==> config.mk <==
export PLATFORM = sky130hd
export DESIGN_NAME = move_entry_ctrl
export DESIGN_NICKNAME = d
export VERILOG_FILES = /design/src/rtl/move_entry_ctrl.sv
export SDC_FILE = /design/constraint.sdc
export NUM_CORES = 1
export LEC_CHECK = 0
export ABC_AREA = 1
export BUFFER_PORTS_ARGS = -buffer_cell sky130_fd_sc_hd__buf_2
export CORE_MARGIN = 8
export CORE_UTILIZATION = 40
export DETAILED_ROUTE_END_ITERATION = 8
export PLACE_DENSITY = 0.64
export SLEW_MARGIN = 20
export SYNTH_ARGS = -nofsm -noshare
export SYNTH_HDL_FRONTEND = slang
export SYNTH_SLANG_ARGS = --single-unit
==> constraint.sdc <==
create_clock -name clk -period 2.7 [get_ports clk]
set_input_delay 0.135 -clock clk [delete_from_list [all_inputs] [get_ports clk]]
set_output_delay 0.135 -clock clk [all_outputs]
set_load 0.01 [all_outputs]
==> src/rtl/move_entry_ctrl.sv <==
// Move-entry controller: debounces five push buttons, steers a wrapping
// cursor over a 5x5 board and issues a registered move strobe (active) with
// x/y held stable before, during and after the pulse.
//
// Ports
//   clk, rst_n              : clock, asynchronous active-low reset
//   btn_up/down/left/right  : raw asynchronous direction buttons (active-high)
//   btn_place               : raw asynchronous place button (active-high)
//   end_game[1:0]           : 3 = game in progress, 0/1/2 = finished
//   triangle_moves[95:0]    : 12 slots of {y[3:0], x[3:0]}, x = 4'hF is empty
//   circle_moves[95:0]      : 12 slots, same layout
//   blocked_squares[31:0]   : 4 slots, same layout
//   x, y                    : latched move coordinate
//   active                  : move strobe, high for PULSE_CYCLES cycles
//   cursor_x, cursor_y      : current cursor cell
//   cell_occupied           : combinational, cursor cell is in some slot
//   reject                  : one-cycle pulse when a place is refused
module move_entry_ctrl #(
    parameter int unsigned DEBOUNCE_CYCLES = 500000,
    parameter int unsigned PULSE_CYCLES    = 4
) (
    input  logic        clk,
    input  logic        rst_n,
    input  logic        btn_up,
    input  logic        btn_down,
    input  logic        btn_left,
    input  logic        btn_right,
    input  logic        btn_place,
    input  logic [1:0]  end_game,
    input  logic [95:0] triangle_moves,
    input  logic [95:0] circle_moves,
    input  logic [31:0] blocked_squares,
    output logic [3:0]  x,
    output logic [3:0]  y,
    output logic        active,
    output logic [3:0]  cursor_x,
    output logic [3:0]  cursor_y,
    output logic        cell_occupied,
    output logic        reject
);

    localparam int unsigned NBTN    = 5;
    localparam int unsigned DB_W    = (DEBOUNCE_CYCLES > 1) ? $clog2(DEBOUNCE_CYCLES) : 1;
    localparam int unsigned PW      = (PULSE_CYCLES > 1) ? $clog2(PULSE_CYCLES) : 1;
    localparam int unsigned B_UP    = 0;
    localparam int unsigned B_DOWN  = 1;
    localparam int unsigned B_LEFT  = 2;
    localparam int unsigned B_RIGHT = 3;
    localparam int unsigned B_PLACE = 4;
    localparam logic [3:0]  EDGE_HI = 4'd4;
    localparam logic [3:0]  START   = 4'd2;
    localparam logic [3:0]  EMPTY   = 4'hF;

    typedef enum logic [2:0] {
        IDLE,
        SETUP,
        PULSE,
        HOLD,
        WAIT_REL
    } state_t;

    logic [NBTN-1:0] raw;
    logic [NBTN-1:0] sync_a;
    logic [NBTN-1:0] sync_b;
    logic [NBTN-1:0] level;
    logic [NBTN-1:0] press;
    logic [DB_W-1:0] db_cnt [NBTN];

    state_t          state;
    state_t          state_next;
    logic [PW-1:0]   pulse_cnt;
    logic [PW-1:0]   pulse_cnt_next;
    logic [3:0]      x_next;
    logic [3:0]      y_next;
    logic [3:0]      cur_x_next;
    logic [3:0]      cur_y_next;
    logic            active_next;
    logic            reject_next;

    assign raw = {btn_place, btn_right, btn_left, btn_down, btn_up};

    // Synchronize, debounce, and emit a one-cycle press on each accepted rise.
    // The counter tracks consecutive samples that disagree with the accepted level.
    always_ff @(posedge clk or negedge rst_n) begin
        if (!rst_n) begin
            sync_a <= '0;
            sync_b <= '0;
            level  <= '0;
            press  <= '0;
            for (int i = 0; i < NBTN; i++) begin
                db_cnt[i] <= '0;
            end
        end else begin
            sync_a <= raw;
            sync_b <= sync_a;
            press  <= '0;
            for (int i = 0; i < NBTN; i++) begin
                if (sync_b[i] == level[i]) begin
                    db_cnt[i] <= '0;
                end else if (db_cnt[i] == DB_W'(DEBOUNCE_CYCLES - 1)) begin
                    level[i]  <= sync_b[i];
                    press[i]  <= sync_b[i];
                    db_cnt[i] <= '0;
                end else begin
                    db_cnt[i] <= db_cnt[i] + 1'b1;
                end
            end
        end
    end

    // Cursor cell lookup across every non-empty slot.
    always_comb begin
        cell_occupied = 1'b0;
        for (int k = 0; k < 12; k++) begin
            if (triangle_moves[8*k +: 4] != EMPTY &&
                triangle_moves[8*k +: 8] == {cursor_y, cursor_x}) begin
                cell_occupied = 1'b1;
            end
            if (circle_moves[8*k +: 4] != EMPTY &&
                circle_moves[8*k +: 8] == {cursor_y, cursor_x}) begin
                cell_occupied = 1'b1;
            end
        end
        for (int k = 0; k < 4; k++) begin
            if (blocked_squares[8*k +: 4] != EMPTY &&
                blocked_squares[8*k +: 8] == {cursor_y, cursor_x}) begin
                cell_occupied = 1'b1;
            end
        end
    end

    // State register.
    always_ff @(posedge clk or negedge rst_n) begin
        if (!rst_n) begin
            state <= IDLE;
        end else begin
            state <= state_next;
        end
    end

    // Next-state and next-output logic.
    always_comb begin
        state_next     = state;
        pulse_cnt_next = pulse_cnt;
        x_next         = x;
        y_next         = y;
        cur_x_next     = cursor_x;
        cur_y_next     = cursor_y;
        reject_next    = 1'b0;

        case (state)
            IDLE: begin
                // Place outranks every direction; a finished game always strobes.
                if (press[B_PLACE]) begin
                    if (end_game != 2'd3 || !cell_occupied) begin
                        x_next     = cursor_x;
                        y_next     = cursor_y;
                        state_next = SETUP;
                    end else begin
                        reject_next = 1'b1;
                    end
                end else if (press[B_UP]) begin
                    cur_y_next = (cursor_y == 4'd0) ? EDGE_HI : cursor_y - 4'd1;
                end else if (press[B_DOWN]) begin
                    cur_y_next = (cursor_y == EDGE_HI) ? 4'd0 : cursor_y + 4'd1;
                end else if (press[B_LEFT]) begin
                    cur_x_next = (cursor_x == 4'd0) ? EDGE_HI : cursor_x - 4'd1;
                end else if (press[B_RIGHT]) begin
                    cur_x_next = (cursor_x == EDGE_HI) ? 4'd0 : cursor_x + 4'd1;
                end
            end
            SETUP: begin
                pulse_cnt_next = '0;
                state_next     = PULSE;
            end
            PULSE: begin
                if (pulse_cnt == PW'(PULSE_CYCLES - 1)) begin
                    state_next = HOLD;
                end else begin
                    pulse_cnt_next = pulse_cnt + 1'b1;
                end
            end
            HOLD: begin
                state_next = WAIT_REL;
            end
            WAIT_REL: begin
                if (!level[B_PLACE]) begin
                    state_next = IDLE;
                end
            end
            default: begin
                state_next = IDLE;
            end
        endcase

        // Registered strobe: high exactly while the machine sits in PULSE.
        active_next = (state_next == PULSE);
    end

    // Output and datapath registers.
    always_ff @(posedge clk or negedge rst_n) begin
        if (!rst_n) begin
            pulse_cnt <= '0;
            x         <= EMPTY;
            y         <= EMPTY;
            cursor_x  <= START;
            cursor_y  <= START;
            active    <= 1'b0;
            reject    <= 1'b0;
        end else begin
            pulse_cnt <= pulse_cnt_next;
            x         <= x_next;
            y         <= y_next;
            cursor_x  <= cur_x_next;
            cursor_y  <= cur_y_next;
            active    <= active_next;
            reject    <= reject_next;
        end
    end

endmodule

==> After elaboration in Yosys (flattened, before gate mapping) <==
Index checks and enable logic that the tools add are counted.
{ "totals": {"regBits": 138, "elab_cells": 226, "out_inout_bits": 19} }
{ "classes": {"mux": 66, "bitwise_logic": 8, "reduce_logical": 45, "addsub": 10, "eq_ne": 76} }
{ "ops": {"columns": ["op", "n"], "rows": [
  ["8-bit equality test", 28],
  ["19-bit 2-to-1 mux", 10],
  ["4-bit != test (second input constant)", 28],
  ["19-bit by 1-bit adder with 19-bit output (second input constant)", 5],
  ["19-bit equality test (second input constant)", 5],
  ["1-bit 2-to-1 mux", 41],
  ["4-bit 2-to-1 mux", 8],
  ["1-bit logical AND", 28],
  ["3-bit one-hot mux with 5 select lines", 1],
  ["3-bit 2-to-1 mux", 4],
  ["2-bit AND reduction", 6],
  ["3-bit by 2-bit equality test with 1-bit output (second input constant)", 3],
  ["4-bit by 1-bit adder with 4-bit output (second input constant)", 2],
  ["4-bit by 3-bit equality test with 1-bit output (second input constant)", 2],
  ["4-bit zero test", 2],
  ["1-bit NOT", 8],
  ["4-bit by 1-bit subtractor with 4-bit output (second input constant)", 2],
  ["3-bit AND reduction", 2],
  ["2-bit nonzero test", 3],
  ["1-bit equality test", 5],
  ["5-bit AND reduction", 1],
  ["2-bit != test (second input constant)", 2],
  ["2-bit one-hot mux with 2 select lines", 1],
  ["3-bit by 1-bit equality test with 1-bit output (second input constant)", 1],
  ["7 further kinds", 7]
]} }

==> Logic depth before layout (Yosys ltp) <==
Gate-level depths: netlist (run 1).
{ "depth": {"ltp_word": 36, "depth_mapped": 18, "depth_no_buf": 16} }

==> Worst setup path before layout (run 1) <==
OpenSTA, ideal clock, no wires.
{ "synth_path": {"kind": "reg-to-reg", "from": "register cursor_y[1]", "to": "register x[0]", "setup_ns": 0.076, "arrival_time_ns": 1.867, "path_slack_ns": 0.757, "stages_incl_launch_ff": 16, "t_required_ns": 2.624, "path_cell_list": "dfstp_2 > buf_4 > inv_2 > buf_4 > o22ai_1 > nor2_1 > nand3_1 > nand2_1 > nor2_1 > nand2_1 > nor2_2 > nand2_2 > nand2_4 > nand2_4 > nand2_1 > nand2_1"} }
{ "synth_between": {"elab_chain_len": 33} }
{ "synth_lines": {"columns": ["item", "line", "source"], "rows": [
  ["start: declaration", "37", "output logic [3:0] cursor_y,"],
  ["start signal: assignment", "215", "cursor_y <= cur_y_next;"],
  ["8-bit equality test", "116", "triangle_moves[8*k +: 8] == {cursor_y, cursor_x}) begin"],
  ["1-bit logical AND", "115", "if (triangle_moves[8*k +: 4] != EMPTY &&"],
  ["1-bit 2-to-1 mux", "115", null],
  ["1-bit 2-to-1 mux", "119", "if (circle_moves[8*k +: 4] != EMPTY &&"],
  ["1-bit 2-to-1 mux", "115", null],
  ["1-bit 2-to-1 mux", "119", null],
  ["1-bit 2-to-1 mux", "115", null],
  ["1-bit 2-to-1 mux", "119", null],
  ["(+16 left out)", null, null],
  ["1-bit 2-to-1 mux", "115", null],
  ["1-bit 2-to-1 mux", "119", null],
  ["1-bit 2-to-1 mux (3 in series)", "125", "if (blocked_squares[8*k +: 4] != EMPTY &&"],
  ["1-bit 2-to-1 mux (*)", "125", null],
  ["named net cell_occupied", "38", "output logic cell_occupied,"],
  ["1-bit zero test (*)", "155", "if (end_game != 2'd3 || !cell_occupied) begin"],
  ["1-bit logical OR (*)", "155", null],
  ["3-bit AND reduction (no line) (*)", null, null],
  ["end signal: assignment", "212", "x <= x_next;"],
  ["end: declaration", "33", "output logic [3:0] x,"]
]} }
The timed path passes the listed nets; every way through them passes the cells marked *.
A chain may end at the register's enable or synchronous reset.

==> Final worst setup path (run 1) <==
{ "layout_path": {"from": "register cursor_x[1]", "to": "output cell_occupied"} }
{ "layout_between": {"elab_chain_len": 30} }
{ "layout_lines": {"columns": ["item", "line", "source"], "rows": [
  ["start: declaration", "36", "output logic [3:0] cursor_x,"],
  ["start signal: assignment", "214", "cursor_x <= cur_x_next;"],
  ["8-bit equality test", "116", null],
  ["1-bit logical AND", "115", null],
  ["1-bit 2-to-1 mux", "115", null],
  ["1-bit 2-to-1 mux", "119", null],
  ["1-bit 2-to-1 mux", "115", null],
  ["1-bit 2-to-1 mux", "119", null],
  ["1-bit 2-to-1 mux", "115", null],
  ["1-bit 2-to-1 mux", "119", null],
  ["(+12 left out)", null, null],
  ["1-bit 2-to-1 mux", "115", null],
  ["1-bit 2-to-1 mux", "119", null],
  ["1-bit 2-to-1 mux", "115", null],
  ["1-bit 2-to-1 mux", "119", null],
  ["1-bit 2-to-1 mux", "115", null],
  ["1-bit 2-to-1 mux", "119", null],
  ["1-bit 2-to-1 mux (3 in series)", "125", null],
  ["1-bit 2-to-1 mux (*)", "125", null],
  ["end: declaration", "38", null]
]} }
Mark *: on every way between the ends. The rest lies on a longest branch, timed or not.

==> flow_summary.json, run 1 <==
{
  "status": "finished, final reports clean",
  "tightest_slew_ns": 0.678,
  "ys_types": 46,
  "die_area_sq_mm": 0.0308,
  "fin_crit_ns": 2.50,
  "cts.htree.levels": 4,
  "cp-end-kind": "output pin",
  "grt_pass1_vias": 9879,
  "route.detailed.drc": 0,
  "synth_cells": 1436,
  "rr_worst_depth": 10,
  "drtIter0Drc": 672,
  "dp_hpwl_mm": 25.4,
  "synth-seq-cells": 138,
  "clkSinkCount": 138,
  "final_max_slew_viol_count": 0,
  "grt_max_degree": 62,
  "ys_seq_area_share_pct": 34.0,
  "path_cells": "buf_4, xnor2_1, nand2_1, nor2_1, nand3_1, nand2_1, inv_1, nand2_1, nor2_1, nand2_2, buf_2",
  "synthToLayoutAreaGrowth_pct": 22.4,
  "tns_ns": 0,
  "postSynthAreaPerCell_sq_um": 7.09,
  "track_usage_pct": 20.6,
  "hold_viol_final": 0,
  "via_per_inst": 4.96,
  "wl_mm": 32.3,
  "grt_pass1_wl_mm": 51.1,
  "antenna_found_initial": 1,
  "synth_warnings": 0,
  "finalCritPeriodShare_pct": 92.6,
  "ios": 252,
  "slew_headroom_pct": 54.6,
  "start_kind": "flop",
  "r2r_end": "db_cnt[75]",
  "synth_edf_count": 0,
  "first_pass_iters": 5,
  "fin_skew_ns": 0.00804,
  "synth-async-reset-ratio_pct": 100,
  "final_common_cell": "nand2_1",
  "num-nets-final": 1939,
  "setup_slack_ns": 0.199,
  "hold_class": "primary input to asynchronous set/reset pin",
  "final.fill_count": 2471,
  "ys.flop_type": "dfrtp_1",
  "crit_slowest_cell": "dfstp_2",
  "place_area_sq_mm": 0.0118,
  "irDropWorstVdd_mv": 0.463,
  "ant_nets": 0,
  "clk_latency_ns": 0.42,
  "reg2reg_from": "db_cnt[57]",
  "power_uw": 5050,
  "max_freq_ghz": 0.400,
  "ff2ff_setup_slack_ns": 0.48,
  "path_buf_inv": 3,
  "slowest_delay_ns": 0.54,
  "cap_viol_max_count": 0,
  "layout_common_cells": "nand2_1, buf_2, nor2_1",
  "numCtsBuffers": 17,
  "synth_fp_nets": 1681,
  "pre_cts_slack_ns": 0.463,
  "power_density_mw_per_mm2": 405,
  "power_leakage_uw": 0.00610,
  "die_y_um": 176,
  "grt.overflow.total": 0,
  "cts.path.max_buffers": 2,
  "drive_gt1_share_pct": 20.0,
  "grt_setup_unrepaired": "false",
  "num_rows": 58,
  "setup_viol": 0,
  "cp_top_family": "simple AND/OR/NAND/NOR gates",
  "synthesis.area_sq_mm": 0.0102,
  "clock-root-buffer": "clkbuf_16",
  "wl_per_cell_um": 15.9,
  "path_common_cell": "nand2_1",
  "arrival_ns": 2.37,
  "clkTransAtPathRegs_ns": 0.06,
  "port_buffers": 251,
  "die_x_um": 176,
  "path_max_fanout": 18,
  "via_count": 10100,
  "core_sq_mm": 0.0251,
  "final_area_sq_mm": 0.0125,
  "criticalPathCategory": "flop to output pin",
  "cts_tree": "yes",
  "start_util_pct": 40.6,
  "cts_resized": 0,
  "crit_required_ns": 2.57,
  "gp_congestion": 0.921
}
logic make-up after synthesis:
logic type               share of synthesized area, %
AND/OR/NAND/NOR                                  34.2
buffers and inverters                            9.08
XOR/XNOR                                         15.3
flip-flops                                       34.0
AO/OA/AOI/OAI                                    5.92
adder cells (fa/ha/maj)                          1.47
cell type report:
| class | instances | area [sq um] | share of cell area [%] |
|---|---|---|---|
| Antenna cell | 1 | 2.50 | 0.0201 |
| Clock buffer | 20 | 447 | 3.58 |
| Clock inverter | 11 | 148 | 1.18 |
| Inverter | 172 | 646 | 5.18 |
| Multi-Input combinational cell | 1089 | 5790 | 46.5 |
| Sequential cell | 138 | 3470 | 27.9 |
| Tap cell | 330 | 413 | 3.31 |
| Timing Repair Buffer | 276 | 1540 | 12.4 |
metal layers:
metal / routed length, um / vias to the layer above / track usage [%]
met3: 2420 / 42 / 5.24
li1: - / 5096 / -
met1: 13800 / 4643 / 25.1
met5: 0 / - / 0
met2: 15200 / 330 / 34.7
met4: 838 / 0 / 7.10
per-stage QoR:
stage	util [%]	instances	hold slack [ns]
2_1_floorplan	-	1436	-0.161
3_3_place_gp	46.9	1995	0.127
3_5_place_dp	46.9	1995	0.133
4_1_cts	49.5	2032	0.257
5_1_grt	49.6	2037	0.271
6_report	49.6	2037	0.231
state kept, by name, indices dropped and copies added, names as in the netlist, 3 cells and up:
register  cells
cursor_y      4
state         3
db_cnt       95
sync_b        5
cursor_x      4
sync_a        5
level         5
press         5
y             4
x             4
repair_timing:
action                                  CTS  global route
hold buffers                              6             0
setup buffers                             0             4
hold endpoints to repair                 46             0
endpoints found under the setup margin    0             1
synth_stat cells, drive strengths merged, types with 2 or more instances:
master  number  share of area (%)
inv        171                6.3
xnor2      125                 11
nor2       180                6.8
ha          12                1.5
nand3       96                4.7
dfstp       10                2.6
xor2        53                4.6
dfrtp      128                 31
o221ai       2               0.17
nand2      368                 14
nor3        44                2.3
nor3b        9               0.71
and3         2               0.12
o21ai       34                1.7
o22ai        2               0.12
buf         35                2.7
a211oi       7               0.52
or2         24                1.5
nand4       47                2.9
nand3b       3               0.22
clkbuf       2              0.074
o21a         5               0.37
a21oi       48                2.4
nor4        16                1.1
a31oi        5               0.31
worst register-to-register path, delay by kind of cell, from the launching register on:
| kind | cells | cell delay (ns) |
|---|---|---|
| fa+ha+maj | 1 | 0.22 |
| buf+inv | 1 | 0.14 |
| flops | 1 | 0.45 |
| simple gates | 8 | 1.27 |
where the power goes:
group / total (uW) / switching, uW / internal (uW)
registers: 2110 / 19.2 / 2100
logic: 602 / 322 / 280
clock network: 2330 / 864 / 1470
worst max path at each step:
stage                start       endpoint  slack (ns)  cells past startpoint
2_1_floorplan  cursor_y[1]           x[0]        0.76                     15
3_3_place_gp   cursor_y[0]           x[2]        0.48                     14
3_5_place_dp   cursor_y[0]           x[3]        0.46                     14
4_1_cts        cursor_y[0]  cell_occupied        0.10                     11
5_1_grt        cursor_x[1]  cell_occupied        0.02                     11
6_report       cursor_x[1]  cell_occupied        0.20                     11
(Power assumes the default switching activity.)
==> run 2: changes to the inputs <==
--- a/config.mk
+++ b/config.mk
@@ -10,6 +10,7 @@
 export CORE_MARGIN = 8
 export CORE_UTILIZATION = 40
 export DETAILED_ROUTE_END_ITERATION = 8
+export MAX_ROUTING_LAYER = met4
 export PLACE_DENSITY = 0.64
 export SLEW_MARGIN = 20
 export SYNTH_ARGS = -nofsm -noshare
==> run 2 against run 1 <==
  * Die area unchanged
  * Final area about the same
  * Non-clock buffer count down 3
  * Clock skew fell by 0.00090 ns
  * Hold slack better by 0.0077 ns
  * Largest power group unchanged
  * Clock power barely moved
  * Critical endpoint unchanged
  * Maximum frequency down 1.5%
  * Flip-flop and latch count stayed put
  * Global-route usage rose by 0.79 points
==> flow_summary.json, run 2 (same netlist as run 1, synthesis figures left out) <==
{
  "power_density_mw_per_mm2": 405,
  "track_usage_pct": 21.4,
  "cp-end-kind": "output pin",
  "power_leakage_uw": 0.00608,
  "crit_slowest_cell": "dfstp_2",
  "grt_pass1_wl_mm": 51.8,
  "tightest_slew_ns": 0.684,
  "hold_class": "primary input to asynchronous set/reset pin",
  "num-nets-final": 1936,
  "numCtsBuffers": 17,
  "final_max_slew_viol_count": 0,
  "clk_latency_ns": 0.42,
  "cts_tree": "yes",
  "cts.path.max_buffers": 2,
  "ios": 252,
  "port_buffers": 251,
  "setup_viol": 0,
  "grt_pass1_vias": 9823,
  "clkSinkCount": 138,
  "final_common_cell": "nand2_1",
  "dp_cells": 1996,
  "grt_setup_unrepaired": "false",
  "fin_crit_ns": 2.54,
  "slew_headroom_pct": 54.2,
  "status": "finished, final reports clean",
  "grt_max_degree": 54,
  "cts_resized": 0,
  "drtIter0Drc": 706,
  "finalCritPeriodShare_pct": 94.0,
  "gp_congestion": 0.914,
  "wl_per_cell_um": 15.9,
  "path_max_fanout": 26,
  "top_register": "db_cnt",
  "layout_common_cells": "nand2_1, buf_2, nor2_1",
  "antenna_found_initial": 1,
  "path_common_cell": "nand2_1",
  "die_x_um": 176,
  "criticalPathCategory": "flop to output pin",
  "tns_ns": 0,
  "start_util_pct": 40.6,
  "die_area_sq_mm": 0.0308,
  "start_kind": "flop",
  "path_cells": "buf_12, xnor2_1, nand2_1, nor2_1, nand3_1, nand2_1, inv_1, nand2_1, nor2_1, nand2_2, buf_2",
  "ant_nets": 0,
  "drive_gt1_share_pct": 19.8,
  "slowest_delay_ns": 0.66,
  "cap_viol_max_count": 0,
  "cts.htree.levels": 4,
  "clock-root-buffer": "clkbuf_16",
  "die_y_um": 176,
  "route.detailed.drc": 0,
  "arrival_ns": 2.40,
  "hold_viol_final": 0,
  "stdcell_count": 2034,
  "via_count": 10100,
  "max_freq_ghz": 0.394,
  "ff2ff_setup_slack_ns": 0.48,
  "crit_required_ns": 2.57,
  "postCtsSetupBuffers": 0,
  "largest_reg_flops": 95,
  "num_rows": 58,
  "fin_skew_ns": 0.00715,
  "synthToLayoutAreaGrowth_pct": 22.3,
  "first_pass_iters": 7,
  "core_sq_mm": 0.0251,
  "irDropWorstVdd_mv": 0.417,
  "via_per_inst": 4.94,
  "grt.overflow.total": 0,
  "clkTransAtPathRegs_ns": 0.06,
  "wl_mm": 32.3,
  "dp_hpwl_mm": 25.6
}
[run 2: worst paths after layout]
path                                      end   startpoint  cells after the start
worst min-delay path               db_cnt[58]        rst_n                      2
min in group clk                         y[3]  end_game[1]                      6
worst min register to register      sync_b[3]    sync_a[3]                      0
worst max-delay path            cell_occupied  cursor_x[1]                     11
max in group asynchronous           sync_b[1]        rst_n                      3
worst max register to register           y[0]  cursor_x[1]                     14
[run 2: power breakdown]
part	switching, uW	leakage [uW]	total, uW	internal [uW]
sequential	19.0	0.00184	2120	2100
combinational	322	0.00396	604	282
clock	833	0.000283	2320	1490
[run 2: layer usage]
metal	track usage, %	share of wire (%)
met1	25.8	43
met2	35.0	47
met3	4.70	7.4
met4	7.17	2.6
met5	-	0
[run 2: per-stage QoR]
stage / hold slack, ns / total power (uW) / instance area, sq um / utilization, % / setup slack (ns)
final: 0.238 / 5040 / 12500 / 49.6 / 0.161
after global routing: 0.270 / 5270 / 12500 / 49.6 / 0.0338
after CTS: 0.243 / 5110 / 12500 / 49.6 / 0.114
after detailed placement: 0.123 / 2750 / 11800 / 47.0 / 0.480
after global placement: 0.124 / 2750 / 11800 / 47.0 / 0.495
after floorplan: -0.161 / 2410 / 10200 / - / 0.757
[run 2: repair_timing]
item | 4_1_cts | 5_1_grt
setup endpoints to repair | 0 | 0
endpoints found under the hold margin | 54 | 0
hold buffers | 6 | 0
[run 2: layout make-up]
class                      instances  area (sq um)
fill                            2494         12600
multi-input combinational       1089          5790
sequential                       138          3470
timing repair buffer             273          1540
inverter                         172           646
clock buffer                      23           468
tap                              330           413
clock inverter                     8           120
antenna                            1          2.50
[run 2: critical path, delay by kind of cell, from the launching register on]
family,cells,cell delay (ns)
simple gates,7,0.68
flops,1,0.66
buf+inv,3,0.47
xor+xnor,1,0.15
